File: config.mk
export PLATFORM = sky130hd
export DESIGN_NAME = hub75_row_shifter
export DESIGN_NICKNAME = d
export VERILOG_FILES = /design/src/rtl/hub75_row_shifter.sv
export SDC_FILE = /design/constraint.sdc
export NUM_CORES = 1
export LEC_CHECK = 0
export ABC_AREA = 1
export CORE_ASPECT_RATIO = 1.1
export CORE_UTILIZATION = 40
export CTS_BUF_LIST = sky130_fd_sc_hd__clkbuf_8
export DETAILED_ROUTE_END_ITERATION = 16
export DONT_BUFFER_PORTS = 1
export MAX_ROUTING_LAYER = met4
export PLACE_DENSITY_LB_ADDON = 0.05
export SLEW_MARGIN = 25
export SYNTH_ARGS = -nofsm -noshare
export SYNTH_HDL_FRONTEND = slang
export SYNTH_SLANG_ARGS = --single-unit
File: constraint.sdc
create_clock -name clk -period 2 [get_ports clk]
set_clock_uncertainty 0.1 [all_clocks]
set_input_delay 0 -clock clk [delete_from_list [all_inputs] [get_ports clk]]
set_output_delay 0 -clock clk [all_outputs]
set_load 0.01 [all_outputs]
File: src/rtl/hub75_row_shifter.sv
`default_nettype none
// +----------------------------------------------------------------------------+
// | hub75_row_shifter: shifts one bit-plane of one row out to a HUB75 chain.     |
// | Rev 1.0                                                                      |
// +----------------------------------------------------------------------------+
module hub75_row_shifter #(
  parameter int hpixel_p   = 64,
  parameter int vpixel_p   = 64,
  parameter int bpp_p      = 8,
  parameter int segments_p = 2,
  parameter int chain_p    = 1,
  parameter int rd_lat_p   = 1,
  localparam int L  = hpixel_p * chain_p,
  localparam int AW = $clog2(L * vpixel_p / segments_p),
  localparam int PW = (bpp_p > 1) ? $clog2(bpp_p) : 1,
  localparam int CW = $clog2(L),
  localparam int DW = segments_p * 3 * bpp_p
) (
  input  logic                  clk,
  input  logic                  rst,
  input  logic [3:0]            i_clk_div,
  input  logic [3:0]            i_latch_len,
  input  logic                  i_tx_start,
  input  logic                  i_abort,
  input  logic [AW-1:0]         i_init_addr,
  input  logic [PW-1:0]         i_pix_bit,
  output logic                  o_ready,
  output logic                  o_done,
  output logic [AW-1:0]         o_rd_addr,
  input  logic [DW-1:0]         i_rd_data,
  output logic                  o_serial_clk,
  output logic [segments_p-1:0] o_red,
  output logic [segments_p-1:0] o_green,
  output logic [segments_p-1:0] o_blue,
  output logic                  o_latch_en,
  output logic                  o_blank
);

  typedef enum logic [2:0] {
    S_IDLE  = 3'd0,
    S_PRE   = 3'd1,
    S_LOW   = 3'd2,
    S_HIGH  = 3'd3,
    S_LATCH = 3'd4,
    S_DONE  = 3'd5
  } state_t;

  localparam logic [3:0]  RD_LAT   = 4'(rd_lat_p);
  localparam logic [3:0]  PRE_LAST = 4'(rd_lat_p - 1);
  localparam logic [CW:0] PIX_LAST = (CW+1)'(L - 1);

  state_t                state_q, state_d;
  logic [3:0]            cnt_q, cnt_d;
  logic [3:0]            lo_q, lo_d, hi_q, hi_d, lat_q, lat_d;
  logic [CW:0]           pix_q, pix_d;
  logic [AW-1:0]         addr_q, addr_d;
  logic [PW-1:0]         bit_q, bit_d;
  logic [segments_p-1:0] red_q, red_d, grn_q, grn_d, blu_q, blu_d;
  logic [segments_p-1:0] w_red, w_grn, w_blu;
  logic [3:0]            w_div, w_lo, w_hi_raw, w_hi, w_lat;

  // High phase is stretched so the prefetched pixel is valid by the next low phase.
  always_comb begin
    w_div    = (i_clk_div < 4'd2) ? 4'd2 : i_clk_div;
    w_lo     = w_div >> 1;
    w_hi_raw = w_div - w_lo;
    w_hi     = (w_hi_raw < RD_LAT) ? RD_LAT : w_hi_raw;
    w_lat    = (i_latch_len == 4'd0) ? 4'd1 : i_latch_len;
  end

  generate
    for (genvar s = 0; s < segments_p; s++) begin : g_seg
      logic [bpp_p-1:0] w_rw, w_gw, w_bw;
      assign w_rw     = i_rd_data[(s*3+2)*bpp_p +: bpp_p];
      assign w_gw     = i_rd_data[(s*3+1)*bpp_p +: bpp_p];
      assign w_bw     = i_rd_data[(s*3+0)*bpp_p +: bpp_p];
      assign w_red[s] = w_rw[bit_q];
      assign w_grn[s] = w_gw[bit_q];
      assign w_blu[s] = w_bw[bit_q];
    end
  endgenerate

  always_comb begin
    state_d = state_q;
    cnt_d   = cnt_q;
    lo_d    = lo_q;
    hi_d    = hi_q;
    lat_d   = lat_q;
    pix_d   = pix_q;
    addr_d  = addr_q;
    bit_d   = bit_q;
    red_d   = red_q;
    grn_d   = grn_q;
    blu_d   = blu_q;
    case (state_q)
      S_IDLE: begin
        if (i_tx_start) begin
          state_d = S_PRE;
          cnt_d   = 4'd0;
          pix_d   = '0;
          addr_d  = i_init_addr;
          lo_d    = w_lo;
          hi_d    = w_hi;
          lat_d   = w_lat;
          bit_d   = i_pix_bit;
        end
      end
      S_PRE: begin
        if (cnt_q == PRE_LAST) begin
          state_d = S_LOW;
          cnt_d   = 4'd0;
        end else begin
          cnt_d = cnt_q + 4'd1;
        end
      end
      S_LOW: begin
        if (cnt_q == 4'd0) begin
          red_d = w_red;
          grn_d = w_grn;
          blu_d = w_blu;
        end
        // Address advances as HIGH is entered so it is visible on HIGH's first cycle.
        if (cnt_q == lo_q - 4'd1) begin
          state_d = S_HIGH;
          cnt_d   = 4'd0;
          addr_d  = addr_q + AW'(1);
        end else begin
          cnt_d = cnt_q + 4'd1;
        end
      end
      S_HIGH: begin
        if (cnt_q == hi_q - 4'd1) begin
          cnt_d = 4'd0;
          if (pix_q == PIX_LAST) begin
            state_d = S_LATCH;
          end else begin
            state_d = S_LOW;
            pix_d   = pix_q + (CW+1)'(1);
          end
        end else begin
          cnt_d = cnt_q + 4'd1;
        end
      end
      S_LATCH: begin
        if (cnt_q == lat_q - 4'd1) begin
          state_d = S_DONE;
          cnt_d   = 4'd0;
          red_d   = '0;
          grn_d   = '0;
          blu_d   = '0;
        end else begin
          cnt_d = cnt_q + 4'd1;
        end
      end
      S_DONE:  state_d = S_IDLE;
      default: state_d = S_IDLE;
    endcase
    if (i_abort && (state_q != S_IDLE)) begin
      state_d = S_IDLE;
      cnt_d   = 4'd0;
      red_d   = '0;
      grn_d   = '0;
      blu_d   = '0;
    end
  end

  always_ff @(posedge clk or posedge rst) begin
    if (rst) begin
      state_q <= S_IDLE;
      cnt_q   <= 4'd0;
      lo_q    <= 4'd0;
      hi_q    <= 4'd0;
      lat_q   <= 4'd0;
      pix_q   <= '0;
      addr_q  <= '0;
      bit_q   <= '0;
      red_q   <= '0;
      grn_q   <= '0;
      blu_q   <= '0;
    end else begin
      state_q <= state_d;
      cnt_q   <= cnt_d;
      lo_q    <= lo_d;
      hi_q    <= hi_d;
      lat_q   <= lat_d;
      pix_q   <= pix_d;
      addr_q  <= addr_d;
      bit_q   <= bit_d;
      red_q   <= red_d;
      grn_q   <= grn_d;
      blu_q   <= blu_d;
    end
  end

  assign o_ready      = (state_q == S_IDLE);
  assign o_done       = (state_q == S_DONE);
  assign o_serial_clk = (state_q == S_HIGH);
  assign o_latch_en   = (state_q == S_LATCH);
  assign o_blank      = (state_q == S_LATCH);
  assign o_rd_addr    = addr_q;
  assign o_red        = red_q;
  assign o_green      = grn_q;
  assign o_blue       = blu_q;

endmodule
`default_nettype wire

Word level (Yosys, flattened, before mapping)

Index checks and enable logic that the tools add are counted.

Magnitude comparators: 3
Eq/ne operators: 19
Shift operators: 0
Mux-type cells: 47
Div/mod/pow operators: 0
$mul: 0
Reduce and logical (&&, ||, !) cells: 15
Bitwise operators: 0
Add/sub/neg operators: 7

Operator list:

| kind                                                   | count |
|---|---|
| 2-to-1 mux 4 bit                                       | 9 |
| 2-to-1 mux 11 bit                                      | 2 |
| one-hot mux 11 bit (2 select lines)                    | 1 |
| 2-to-1 mux 3 bit                                       | 7 |
| 2-to-1 mux 7 bit                                       | 3 |
| one-hot mux 4 bit (5 select lines)                     | 1 |
| binary-select mux 1 bit (select 3 bit)                 | 6 |
| one-hot mux 3 bit (5 select lines)                     | 1 |
| 2-to-1 mux 2 bit                                       | 7 |
| one-hot mux 7 bit (2 select lines)                     | 1 |
| == test 4 bit                                          | 3 |
| one-hot mux 2 bit (2 select lines)                     | 3 |
| adder 11 x 1 -> 11 bit (second input constant)         | 1 |
| inequality test 3 bit (second input constant)          | 3 |
| logical NOT 4 bit                                      | 2 |
| subtractor 4 x 1 -> 4 bit (second input constant)      | 2 |
| adder 7 x 1 -> 7 bit (second input constant)           | 1 |
| == test 7 x 6 -> 1 bit (second input constant)         | 1 |
| == test 3 x 2 -> 1 bit (second input constant)         | 2 |
| == test 3 bit (second input constant)                  | 2 |
| 2-to-1 mux 1 bit                                       | 6 |
| inequality test 2 bit (second input constant)          | 3 |
| inequality test 3 x 1 -> 1 bit (second input constant) | 2 |
| AND reduction 3 bit                                    | 2 |
| 17 further kinds                                       | 20 |

Bits in registers: 45
Memory bits (writable): 0
Memories: 0
Logic and storage cells: 102
Latch bits: 0
Memory bits (read-only): 0
Input port bits: 74
Output and inout bits: 22

Logic depth before layout (Yosys ltp)

Gate-level depths: netlist of the first run.

Depth after elaboration: 5
Mapped depth: 15
Mapped depth without buffers: 15

Worst setup path before layout of the first run

Ideal clock, no wire load.

Path kind: input to register
Start point: input port i_clk_div[2]
End point: register hi_q[0]
Path buffers: 0
Data arrival time: 1572 ps
Library setup time: 90 ps
Stages: 10
Path slack: 237 ps
Required time: 1810 ps
Cell sequence: inv_1 ha_1 nor2_1 inv_1 ha_1 fa_1 xor2_1 nor2_1 nand2_1 o221ai_1

Longest elaborated chain between the ends: 5

Ends and longest elaborated chain:

| item                          | RTL line | RTL |
|---|---|---|
| start: declaration            | 21       | `input logic [3:0] i_clk_div,` |
| < comparator 4 x 2 -> 1 bit * | 64       | `w_div = (i_clk_div < 4'd2) ? 4'd2 : i_clk_div;` |
| 2-to-1 mux 4 bit *            | 64       |  |
| named net w_div[1]            | 60       | `logic [3:0] w_div, w_lo, w_hi_raw, w_hi, w_lat;` |
| subtractor 4 x 3 -> 4 bit *   | 66       | `w_hi_raw = w_div - w_lo;` |
| < comparator 4 x 1 -> 1 bit   | 67       | `w_hi = (w_hi_raw < RD_LAT) ? RD_LAT : w_hi_raw;` |
| 2-to-1 mux 4 bit *            | 67       |  |
| end signal: assignment        | 184      | `hi_q <= hi_d;` |
| end: declaration              | 54       | `logic [3:0] lo_q, lo_d, hi_q, hi_d, lat_q, lat_d;` |

The timed path passes the listed nets; every way through them passes the cells marked *.
A chain may end at the register's enable or synchronous reset.

Worst setup path in the final report of the first run

Start point: register pix_q[0]
End point: register pix_q[2]

Longest elaborated chain between the ends: 4
Elaborated cells between the ends (all ways): 7
Classes of those cells: add/sub (1); eq/ne (2); mux (3); reduce/logical (1)

Ends and longest elaborated chain:

| item                               | RTL line | RTL |
|---|---|---|
| start: declaration                 | 55       | `logic [CW:0] pix_q, pix_d;` |
| start signal: assignment           | 186      | `pix_q <= pix_d;` |
| adder 7 x 1 -> 7 bit               | 138      | `pix_d = pix_q + (CW+1)'(1);` |
| 2-to-1 mux 7 bit                   | 134      | `if (pix_q == PIX_LAST) begin` |
| 2-to-1 mux 7 bit                   | 132      | `if (cnt_q == hi_q - 4'd1) begin` |
| one-hot mux 7 bit (2 select lines) | 95       | `case (state_q)` |

Parallel ways exist; a longest one is shown, timed or not. The select of a mux whose other input is x is not followed.

==> results of run 1 <==
-- timing repair --
| action | CTS | global route |
|---|---|---|
| endpoints found under the setup margin | 0 | 24 |
| resized for setup | 0 | 7 |
| hold buffers | 32 | 0 |
| endpoints found under the hold margin | 79 | 0 |
| buffers inserted | 0 | 2 |
-- final timing paths --
| kind | startpoint | endpoint | slack [ns] |
|---|---|---|---|
| worst max-delay path | pix_q[0] | pix_q[2] | 0.13 |
| worst min-delay path | i_rd_data[21] | o_red[0] | -0.004 |
| worst max register to register | pix_q[0] | pix_q[2] | 0.13 |
| worst min register to register | hi_q[1] | hi_q[1] | 0.40 |
| max in group asynchronous | rst | o_rd_addr[8] | 0.91 |
| min in group asynchronous | rst | pix_q[5] | 0.09 |
-- cell families after synthesis --
kind of cell | Yosys count
AOI/OAI and AO/OA | 91
xor gates and xnor gates | 17
adders and majority gates | 12
buffers and inverters | 73
DFF | 45
and+or+nand+nor | 251
-- registers in the layout, indices dropped and copies added, names as in the netlist, 3 cells and up --
name,flops
o_rd_addr,11
pix_q,7
cnt_q,4
hi_q,4
lat_q,4
bit_q,3
lo_q,3
state_q,3
-- final cells by class --
class | count | area, sq um
fillers | 836 | 4050
clock buffers | 5 | 68.8
inverters | 54 | 205
repair buffers | 51 | 475
well taps | 108 | 135
clock inverters | 3 | 21.3
multi-input cells | 371 | 1920
flip-flops and latches | 45 | 1130
-- per-layer routing --
layer	part of all wire, %	GRT usage [%]	vias to the layer above	wire (microns)
met5	0	-	-	0
met4	1.4	5.49	0	116
li1	-	-	1660	-
met1	45	25.8	1480	3820
met3	5.3	4.08	9	453
met2	48	35.0	66	4120
-- worst max-delay path, stage by stage, from the launching register on --
cell and delay [ns]:
dfrtp_1 0.44, ha_1 0.26, nand4_1 0.18, nor2_1 0.06
nor2_1 0.19, nand3_2 0.25, o21ai_0 0.23, nor2_1 0.06
-- where the power goes --
| group | total, uW | switching [uW] | internal (uW) |
|---|---|---|---|
| sequential | 1660 | 420 | 1240 |
| combinational | 2960 | 1790 | 1160 |
| clock | 592 | 343 | 249 |
| total | 5210 | 2560 | 2650 |
-- cell usage in the layout, fill, tap and decap left out, types with 4 or more instances in the layout --
cell           netlist  layout
nor2_1              62      59
nand3_1             29      28
inv_2                5       5
a21oi_1             15      15
nand2_1            128     128
xnor2_1              6       6
buf_4                3      18
o22ai_1             10      10
dfrtp_1             45      45
ha_1                11      11
dlygate4sd3_1        0      32
nand4_1              7       7
o21ai_1              5       5
clkbuf_8             0       5
nor3_1               9       9
inv_1               49      48
nor2_2               1       4
xor2_1              11      11
o21ai_0             51      51
-- cell usage after synthesis (2+ instances only) --
cell,count,share of area [%]
a21oi_1,15,2.3
buf_2,8,1.2
buf_4,3,0.68
buf_6,2,0.68
clkbuf_1,6,0.68
dfrtp_1,45,34
ha_1,11,4.1
inv_1,49,5.5
inv_2,5,0.56
nand2_1,128,14
nand2_2,3,0.56
nand2_4,2,0.68
nand3_1,29,4.4
nand3_2,2,0.60
nand3b_1,2,0.45
nand4_1,7,1.3
nor2_1,62,7.0
nor3_1,9,1.4
o211ai_1,3,0.68
o21ai_0,51,7.7
o21ai_1,5,0.75
o221ai_1,3,0.79
o22ai_1,10,1.9
or2_2,2,0.38
xnor2_1,6,1.6
xor2_1,11,2.9
-- stage by stage --
stage | utilization [%] | hold slack [ns] | total power (uW) | TNS [ns] | cell area, sq um
after floorplan | - | 0.00962 | 3810 | 0 | 3330
after global placement | 43.7 | -0.282 | 4470 | 0 | 3490
after CTS | 48.8 | 0.00257 | 5180 | 0 | 3910
final | 49.4 | -0.00415 | 5210 | 0 | 3950
after global routing | 49.4 | 0.0306 | 5830 | -0.184 | 3950
after detailed placement | 43.7 | -0.279 | 4500 | 0 | 3490
==> results.md, run 1 <==
- The number of nets in the synthesized netlist is 575.
- The first global-routing pass estimated 14000 microns of wire.
- The non-filler instance count after layout is 637.
- The average footprint of a synthesized cell is roughly 7 sq um.
- The arrival time of data at the critical path endpoint is 1.97 ns.
- The number of antenna violations at the first check in global routing is 0.
- Setup repair after global routing could not meet its margin everywhere.
- The final reports fail on hold timing.
- The post-synthesis sequential element count is 45.
- The xor/xnor share of the synthesized area is 4.48%.
- Summing every instance area after synthesis gives 0.00333 sq mm.
- The die extent in x is ~90 microns.
- The detailed-placement wirelength estimate is 6330 microns.
- Based on the critical path, the design can be clocked at up to 536 MHz.
- The via count of the first global-routing pass is 3065.
- The tightest hold path in the finished design has a slack of -0.00415 ns.
- The flow ran to the end, but the final reports show violations.
- The count of nets left with antenna violations after detail routing is 0.
- The clock reaches the later pin of the worst-skew pair after between 0.3 and 0.4 ns.
- In this run, placement finished with an instance count of 595.
- The power per cell area is 1320 mW/mm^2.
- The type of the worst min-delay path is in2reg.
- After detailed routing, the average wire length per cell comes to 13.4 microns.
- The share of the Yosys chip area taken by registers is around 34%.
- Counting cells, the worst reg-to-reg path comes to 7.
- For this run, the detailed router's first-pass iteration total came to 4.
- The max-slew violation count is 0.
- In the synthesized netlist the dominant register cell turns out to be dfrtp_1.
- In this run the number of H-tree levels came out at 2.
- Row generation in the floorplan step produced 34 rows.
- For this design, the sink count on the clock tree is 45.
- The leakage power of the design is 0.00194 uW.
- By area, the combinational part of the netlist is dominated by simple AND/OR/NAND/NOR gates.
- The cell sitting at the root of the clock tree is a clkbuf_8.
- For the worst setup path, the data required time is 2.11 ns.
- The initial core utilization is around two fifths.
- The die covers just under 0.009 sq mm.
- The worst slew margin relative to its limit is 68.7%.
- Of all nets on the critical path, the largest fanout is 9.
- The number of failing setup endpoints in the final timing report is 0.
- The overall die height is 97.7 microns.
- The number of nets at the end of the flow is 614.
- The synthesized netlist devotes under 10% of its cell area to adder and majority cells.
- The number of ports placed on the die boundary is 96.
- The first routing iteration left 127 violations.
- The type of the worst setup path is reg2reg.
- The DRC violation count after routing is 0.
- Entering global routing, the biggest net connects 23 pins.
- The deepest clock path buffer count is 2.
- Summing the areas of all compound-gate instances in the mapped netlist gives 15.0% of the synthesized area.
- The final weighted congestion in routability-driven placement is 0.841.
- The fraction of final layout cells with drive strength greater than 1 is a little under 10%.
- The pre-CTS setup slack is about 0.051 ns.
- The cell count after synthesis came out at between 400 and 500.
- Counting instances, the worst hold path has a depth of 4.
- The via density per instance is 5.05.
- The number of hold violations in the final report is 2.
- Across the VDD grid, the largest voltage drop is 0.000474 V.
- 0 antenna diodes ended up in the layout.
- The distinct cell type count after synthesis is 36.
- The detailed router placed around 3.2k vias in this run.
- The area of the placeable core is 0.00800 sq mm.
- The worst setup path is captured at a flop.
- The number of port buffers is 0.
- In the synthesized netlist the async set-or-reset flop fraction comes to 100%.
- The overall routing resource usage is 21.0%.
- The critical path startpoint category is a flop.
- The count of warnings emitted by yosys is 0.
- At the pin with the least slew margin, the transition time is 0.465 ns.
- The clock tree from TritonCTS is done.
- After global routing the overflow that remains totals 0.
- Clock-pin slew was measured on the worst setup and hold paths at approximately 0.1 ns.
- After layout, the worst path uses between 90% and 100% of the clock period.
- The post-route minimum period is 1.87 ns.
- The number of buffers created by CTS is 5.
- The tool flagged a number of max-cap violations equal to 0.
- After layout, the worst setup slack is 0.134 ns.
- Of the total synthesized cell area, the portion taken by AND, OR, NAND and NOR gates is 32.6%.
- The count of flip-flops with a built-in enable after synthesis is 0.
- Multiplexer cells account for 0% of the synthesized area.
- The growth of design area from synthesis to finish is 18.7%.
- The routed design has between 8000 and 9000 microns of wire.
Note: power is estimated with default switching activity, not from simulation.
==> run 2: changes to the inputs <==
- clock period: 2 -> 2.1 ns (I/O delays scaled with it)
==> run 2 against run 1 <==
  * The run still ends with hold timing left
  * Total power decreased by 8.1%
  * Cell count decreased by 1.9%
  * Setup slack gained 0.060 ns
  * Die area stayed put
  * Count of clock-buffer cells in the layout stayed put
  * Combinational power fell by 11%
  * Critical path depth up 2
  * Sequential power shrank 4%
  * Clock power fell by 6.4%
  * Sequential share of layout area increased by 0.99 points
  * Largest power group unchanged
  * Highest routed layer unchanged
==> results.md, run 2 (synthesis gave the netlist of run 1 again) <==
- The maximum level of the CTS H-tree is 2.
- The final layout contains 602 nets.
- Cells fill 47.7% of the core in the end.
- The run finished, with violations left.
- For this block, the initial DRC count from the detailed router was around 130.
- The routed wire length is 8540 microns.
- Across the run, the number of max-cap violations was 0.
- For the worst-skew pair, the clock arrives at the later sink with an insertion delay of 0.31 ns.
- After clock tree synthesis, the clock-pin slew on the worst setup and hold paths is 0.09 ns.
- The clock tree from TritonCTS is done.
- The number of core rows is 34.
- The critical path startpoint category is an input port.
- The number of hold violations in the final report was 2.
- The max-slew violation count came to 0.
- The endpoint kind of the worst setup timing path is a flop.
- The worst endpoint required time is approximately 2.2 ns.
- In this run switching power makes up 50.0% of total power.
- For this configuration, the core starts out at a cell density of 41.6%.
- The first global-routing pass estimated between 10000 and 15000 microns of wire.
- The pre-CTS setup slack is 0.114 ns.
- The leakage power of the design is 0.00188 uW.
- At the worst endpoint, the arrival time is 2.03 ns.
- The peak supply drop is 0.000457 V.
- The deepest clock path buffer count is 2.
- The min-delay analysis places its worst path in the category in2reg.
- The core region is 0.00800 sq mm.
- Per report_power, the clock group accounts for around 12% of the total.
- Setup repair after global routing left no endpoint under its margin.
- The number of antenna diodes in the final layout is 0.
- The net switching power of the design is 2390 uW.
- The register with the most flip-flops in the layout has 11 of them.
- The DRC violation count after routing is 0.
- The depth of the most critical reg-to-reg path is 8.
- Measured against its own limit, the worst slew margin works out to 55.7%.
- The maximum fanout along the worst path is 3.
- The final reports fail on hold timing.
- The tree is rooted in a clkbuf_8.
- The instance count along the most critical hold path is 4.
- Power spread over the standard cell area amounts to 1250 mW/mm^2.
- The post-route minimum period is 1.91 ns.
- In the final routed layout, each cell accounts on average for 13.7 microns.
- At the end of routability-driven placement, the weighted congestion stood at 0.891.
- During I/O placement, the number of pins put on the boundary was 96.
- For the pin with the worst max-slew slack, the measured transition is 0.663 ns.
- The fraction of power consumed by sequential logic is 33.4%.
- In this run the most critical hold path is launched from i_rd_data[7].
- The number of antenna violations at the first check in global routing is 0.
- Hold timing on the final database bottoms out at a slack of -0.0141 ns.
- The routed via count is 3215.
- The number of failing setup endpoints in the final timing report is 0.
- CTS saw 45 sinks.
- The internal power contribution is 2390 uW.
- Using the TritonRoute via totals, the vias-per-cell ratio works out to 5.14.
- The worst setup path is of the in2reg kind.
- The via count of the first global-routing pass came to 3067.
- In this run the post-CTS setup repair buffer count came out at 0.
- The die is 97.7 microns tall.
- The maximum number of pins on one net before global-route repair is 29.
- The overall routing resource usage is between 20% and 30%.
- The growth of design area from synthesis to finish is 14.7%.
- In this run, CTS created clock tree buffers numbering 5.
- The combinational share of power is a little under three fifths.
- The leading cell type in the layout, fill and taps excluded is nand2_1.
- In this run the tool buffered the top-level ports with 0 buffer cells.
- Summed over all failing endpoints, the final setup total negative slack is 0 ns.
- Global routing finished with a remaining overflow of 0.
- The detailed-placement wirelength estimate is 6230 microns.
- In this run the critical register-to-register path is launched from pix_q[0].
- Cells with a size suffix above 1 make up around 7.5% of the layout.
- The first detailed-routing pass took 4 iterations.
- The library cells used most frequently in the layout, excluding fill and tap cells, are nand2_1 (128), nor2_1 (62), o21ai_0 (51).
- The launch point of the critical path is i_clk_div[1].
- The count of nets left with antenna violations after detail routing is 0.
- The worst setup slack after layout is 0.194 ns.
- The maximum operating frequency is approximately 520 MHz.
- The die extent in x is just under 90 microns.
- Of the available clock period, the critical path in the final layout requires 90.8%.
- The full die area is 0.00869 sq mm.
-- run 2: per-layer routing --
metal	wire [microns]	vias up	track usage (%)
li1	-	1636	-
met1	3750	1488	25.2
met2	4170	79	35.4
met3	478	12	3.57
met4	140	0	5.74
met5	0	-	-
-- run 2: through the flow --
step           power [uW]  hold slack, ns  cell area (sq um)  std cells
2_1_floorplan        3630         0.00962               3330        489
3_3_place_gp         4160         -0.0911               3440        589
3_5_place_dp         4210         -0.0918               3440        589
4_1_cts              4830        0.000509               3800        625
5_1_grt              5350          0.0389               3810        625
6_report             4790         -0.0141               3810        625
-- run 2: what timing repair did --
action / CTS / global route
hold buffers: 28 / 0
hold endpoints to repair: 54 / 0
endpoints found under the setup margin: 0 / 15
resized for setup: 0 / 2
-- run 2: final cells by class --
| type | count | area, sq um |
|---|---|---|
| fillers | 869 | 4180 |
| inverters | 54 | 203 |
| multi-input cells | 371 | 1900 |
| flip-flops and latches | 45 | 1130 |
| clock inverters | 3 | 18.8 |
| well taps | 108 | 135 |
| clock buffers | 5 | 68.8 |
| repair buffers | 39 | 363 |
-- run 2: worst max-delay path: stages --
cell,delay (ns)
dlygate4sd3_1,0.53
nor2_1,0.24
inv_1,0.11
ha_1,0.24
fa_1,0.38
xor2_1,0.17
nor2_1,0.14
nand2_1,0.07
o221ai_1,0.16
-- run 2: worst paths after layout --
check	end	slack [ns]
setup / recovery	hi_q[0]	0.19
hold / removal	o_blue[0]	-0.01
setup reg to reg	pix_q[2]	0.21
hold reg to reg	hi_q[1]	0.40
max in group asynchronous	lo_q[0]	1.15
min in group asynchronous	pix_q[2]	0.14
-- run 2: power groups by stage --
| stage | sequential (uW) | clock, uW | combinational, uW |
|---|---|---|---|
| 5_1_grt | 1660 | 603 | 3080 |
| 4_1_cts | 1600 | 578 | 2650 |
| 3_5_place_dp | 1620 | 0 | 2590 |
| 6_report | 1600 | 554 | 2630 |
| 3_3_place_gp | 1610 | 0 | 2550 |
| 2_1_floorplan | 1510 | 0 | 2120 |
==> run 3: changes to the inputs <==
- PLACE_DENSITY_LB_ADDON: 0.05 -> not set
==> run 3 against run 2 <==
  * The run now ends clean
  * Flip-flop and latch count is the same
  * Via count grew 0.25%
  * Combinational power grew 2%
  * Critical path depth is the same
  * Highest routed layer unchanged
  * Critical endpoint unchanged
  * Cell area grew 2.4%
  * Die area is the same
  * Clock power grew 43%
  * Sequential power is essentially flat
==> results.md, run 3 (synthesis gave the netlist of run 1 again) <==
- The run finished with clean final reports.
- The pre-antenna-repair detailed-routing pass consisted of 4 iterations.
- In the final design database the tool counted 605 nets.
- The worst setup path is captured at a flop.
- The maximum level of the CTS H-tree is 2.
- The final standard cell area without fillers is 0.00391 sq mm.
- The full die area is 0.00869 sq mm.
- The number of antenna cells inserted is 0.
- The clock passes through at most 2 buffers.
- For this run, the share of the core covered by cells in the final layout is 48.8%.
- Data arrives at the worst endpoint at 2.04 ns.
- After floorplanning, the core was divided into 34 placement rows.
- The number of ports placed on the die boundary is 96.
- The via density per instance is roughly 5.
- The cell that appears most often on the critical path is nor2_1.
- Fill cells in the final layout number 870.
- The initial detailed-routing violation count is 120.
- The DRC violation count after routing is 0.
- The max-slew violation count is 0.
- The internal power contribution is 2650 uW.
- The launch point of the critical path is i_clk_div[1].
- The via count of the first global-routing pass was slightly above 3k.
- The routed length per instance is 13.0 microns.
- Compared with the post-synthesis result, the final layout area differs by 17.4%.
- Measured against its own limit, the worst slew margin works out to 60.4%.
- Combinational cells account for 52.8% of the total power.
- The sequential cell area in the final layout is 0.00113 sq mm.
- The critical path crosses 9 cells after its start point.
- The count of nets left with antenna violations after detail routing is 0.
- The register with the most flip-flops in the layout has 11 of them.
- The detailed-placement wirelength estimate is 5900 microns.
- Dividing total power by cell area gives a power density of 1300 mW/mm^2.
- Setup repair after global routing left no endpoint under its margin.
- In the final layout, the multi-input gates occupy 0.00191 sq mm.
- After floorplanning, the core was sized to cover 0.00800 sq mm.
- Measured in cells, the most critical reg-to-reg path has a length of 12.
- Following the worst setup path forward leads to its endpoint at hi_q[0].
- Once placement finished, the instance area stood at 0.00343 sq mm.
- The clock group share of total power is 15.7%.
- Buffers added to address setup during post-CTS repair amount to 0.
- The leakage power of the design is 0.00192 uW.
- In the layout the commonest cells are nand2_1 (128), nor2_1 (61), o21ai_0 (51).
- Walking the worst path, the cells encountered are dlygate4sd3_1 > nor2_1 > inv_1 > ha_1 > fa_1 > xor2_1 > nor2_1 > nand2_1 > o221ai_1.
- The number of antenna violations at the first check in global routing is 0.
- The overall routing resource usage is between 20 and 25%.
- The worst path uses 91.7% of the clock period.
- For this run the aggregate overflow at the end of global routing stands at 0.
- The worst setup path is of the in2reg kind.
- The slowest stage of the critical path is the dlygate4sd3_1 cell.
- For the final routed database, the setup TNS stands at 0 ns.
- For this run, the top clock speed supported by timing is a little over 500 MHz.
- The library cell used as clock root buffer is clkbuf_8.
- The post-route minimum period is a little under 2 ns.
- For this configuration, the core starts out at a cell density of a little over 40%.
- The clock slew seen by the registers of the worst setup and hold paths is 0.09 ns.
- The overall die height is slightly below 100 microns.
- The critical path startpoint category is an input port.
- The die is 89.0 microns wide.
- The first global-routing pass estimated 13800 microns of wire.
- For this design the total switching power over the nets is 2400 uW.
- The path class of the tightest hold or removal check is in2reg.
- The number of hold violations in the final report was 0.
- At the end of routability-driven placement, the weighted congestion stood at 0.820.
- The number of failing setup endpoints in the final timing report is 0.
- The maximum fanout along the worst path is 3.
- The leading cell type in the layout, fill and taps excluded is nand2_1.
- The number of buffers and inverters on the critical path is 2.
- Clock tree synthesis inserted a total of 5 buffers.
- In this run, flip-flops and latches consume 31.6% of the power.
- The count of buffers added on input and output ports is 0.
- The critical register-to-register path startpoint is hi_q[0].
- The peak supply drop is 0.000473 V.
- The delay contributed by the slowest stage of the critical path is approximately 0.53 ns.
- Across the run, the number of max-cap violations was 0.
- The cell type group with the largest total delay on the critical path is buffers and inverters.
- The setup check on the worst reg-to-reg path leaves a slack of approximately 0.18 ns.
- The post-route netlist has 7.69% of its cells at a drive strength greater than 1.
- The latest clock arrival within the worst-skew pair is 0.30 ns.
- For this block, the routed nets add up to 8180 microns of wire.
- The maximum number of pins on one net before global-route repair is 46.
- The switching power share of the total is 47.5%.
- The worst endpoint required time is about 2.2 ns.
- The actual transition at the worst max-transition pin is 0.594 ns.
- The TritonCTS sink count is 45.
- Detailed routing inserted a total of 3223 vias.
- The clock tree from TritonCTS is done.
- The worst register-to-register path ends at state_q[0].
[run 3: cell count changes in the layout (fill, tap and decap cells not counted), moves of 2 or more]
cell,change
bufinv_16,+2
clkinvlp_4,-2
dlygate4sd3_1,+4
nand3_2,-2
[run 3: final cells by class]
| type | count | share of cell area, % |
|---|---|---|
| multi-input combinational | 371 | 48.9 |
| sequential | 45 | 28.9 |
| tap | 108 | 3.46 |
| timing repair buffer | 42 | 10.1 |
| clock inverter | 3 | 1.67 |
| clock buffer | 5 | 1.76 |
| inverter | 54 | 5.19 |
[run 3: how the worst min path moves through the flow]
stage                              start            to  slack (ns)  depth (start not counted)
after floorplan           i_latch_len[2]      lat_q[2]        0.01                          2
after global placement               rst  o_rd_addr[1]       -0.02                          2
after detailed placement             rst  o_rd_addr[1]       -0.02                          2
after CTS                  i_rd_data[35]    o_green[1]        0.01                          6
after global routing       i_rd_data[12]    o_green[0]        0.06                          6
final                      i_rd_data[21]      o_red[0]        0.01                          4
[run 3: per-stage QoR]
| step | hold WS, ns | power, uW | std cells | worst slack [ns] |
|---|---|---|---|---|
| after floorplan | 0.00962 | 3630 | 489 | 0.337 |
| after global placement | -0.0191 | 4120 | 588 | 0.195 |
| after detailed placement | -0.0152 | 4180 | 588 | 0.119 |
| after CTS | 0.0124 | 5050 | 628 | 0.117 |
| after global routing | 0.0556 | 5630 | 628 | 0.0224 |
| final | 0.0138 | 5060 | 628 | 0.175 |
[run 3: repair_timing]
item                                    in CTS  in global routing
hold buffers                                32                  0
endpoints found under the setup margin       0                 16
gates resized for setup                      0                  5
hold endpoints to repair                    77                  0
[run 3: metal layers]
| metal | vias to the layer above | GRT usage (%) | wire (microns) | part of all wire (%) |
|---|---|---|---|---|
| met3 | 5 | 3.99 | 470 | 5.7 |
| met5 | - | - | 0 | 0 |
| met2 | 81 | 35.1 | 4110 | 50 |
| met4 | 0 | 4.52 | 54 | 0.66 |
| li1 | 1647 | - | - | - |
| met1 | 1490 | 24.6 | 3540 | 43 |
[run 3: power groups by stage]
stage / logic, uW / registers, uW / clock network (uW)
floorplan: 2120 / 1510 / 0
global placement: 2520 / 1600 / 0
detailed placement: 2560 / 1610 / 0
CTS: 2640 / 1600 / 814
global route: 3130 / 1650 / 846
finish: 2670 / 1600 / 792
[run 3: tightest hold or removal path, cell delays in order]
cell and delay (ns):
nor2_1 0.08, o221ai_1 0.13, nand4_1 0.10, o21ai_1 0.07
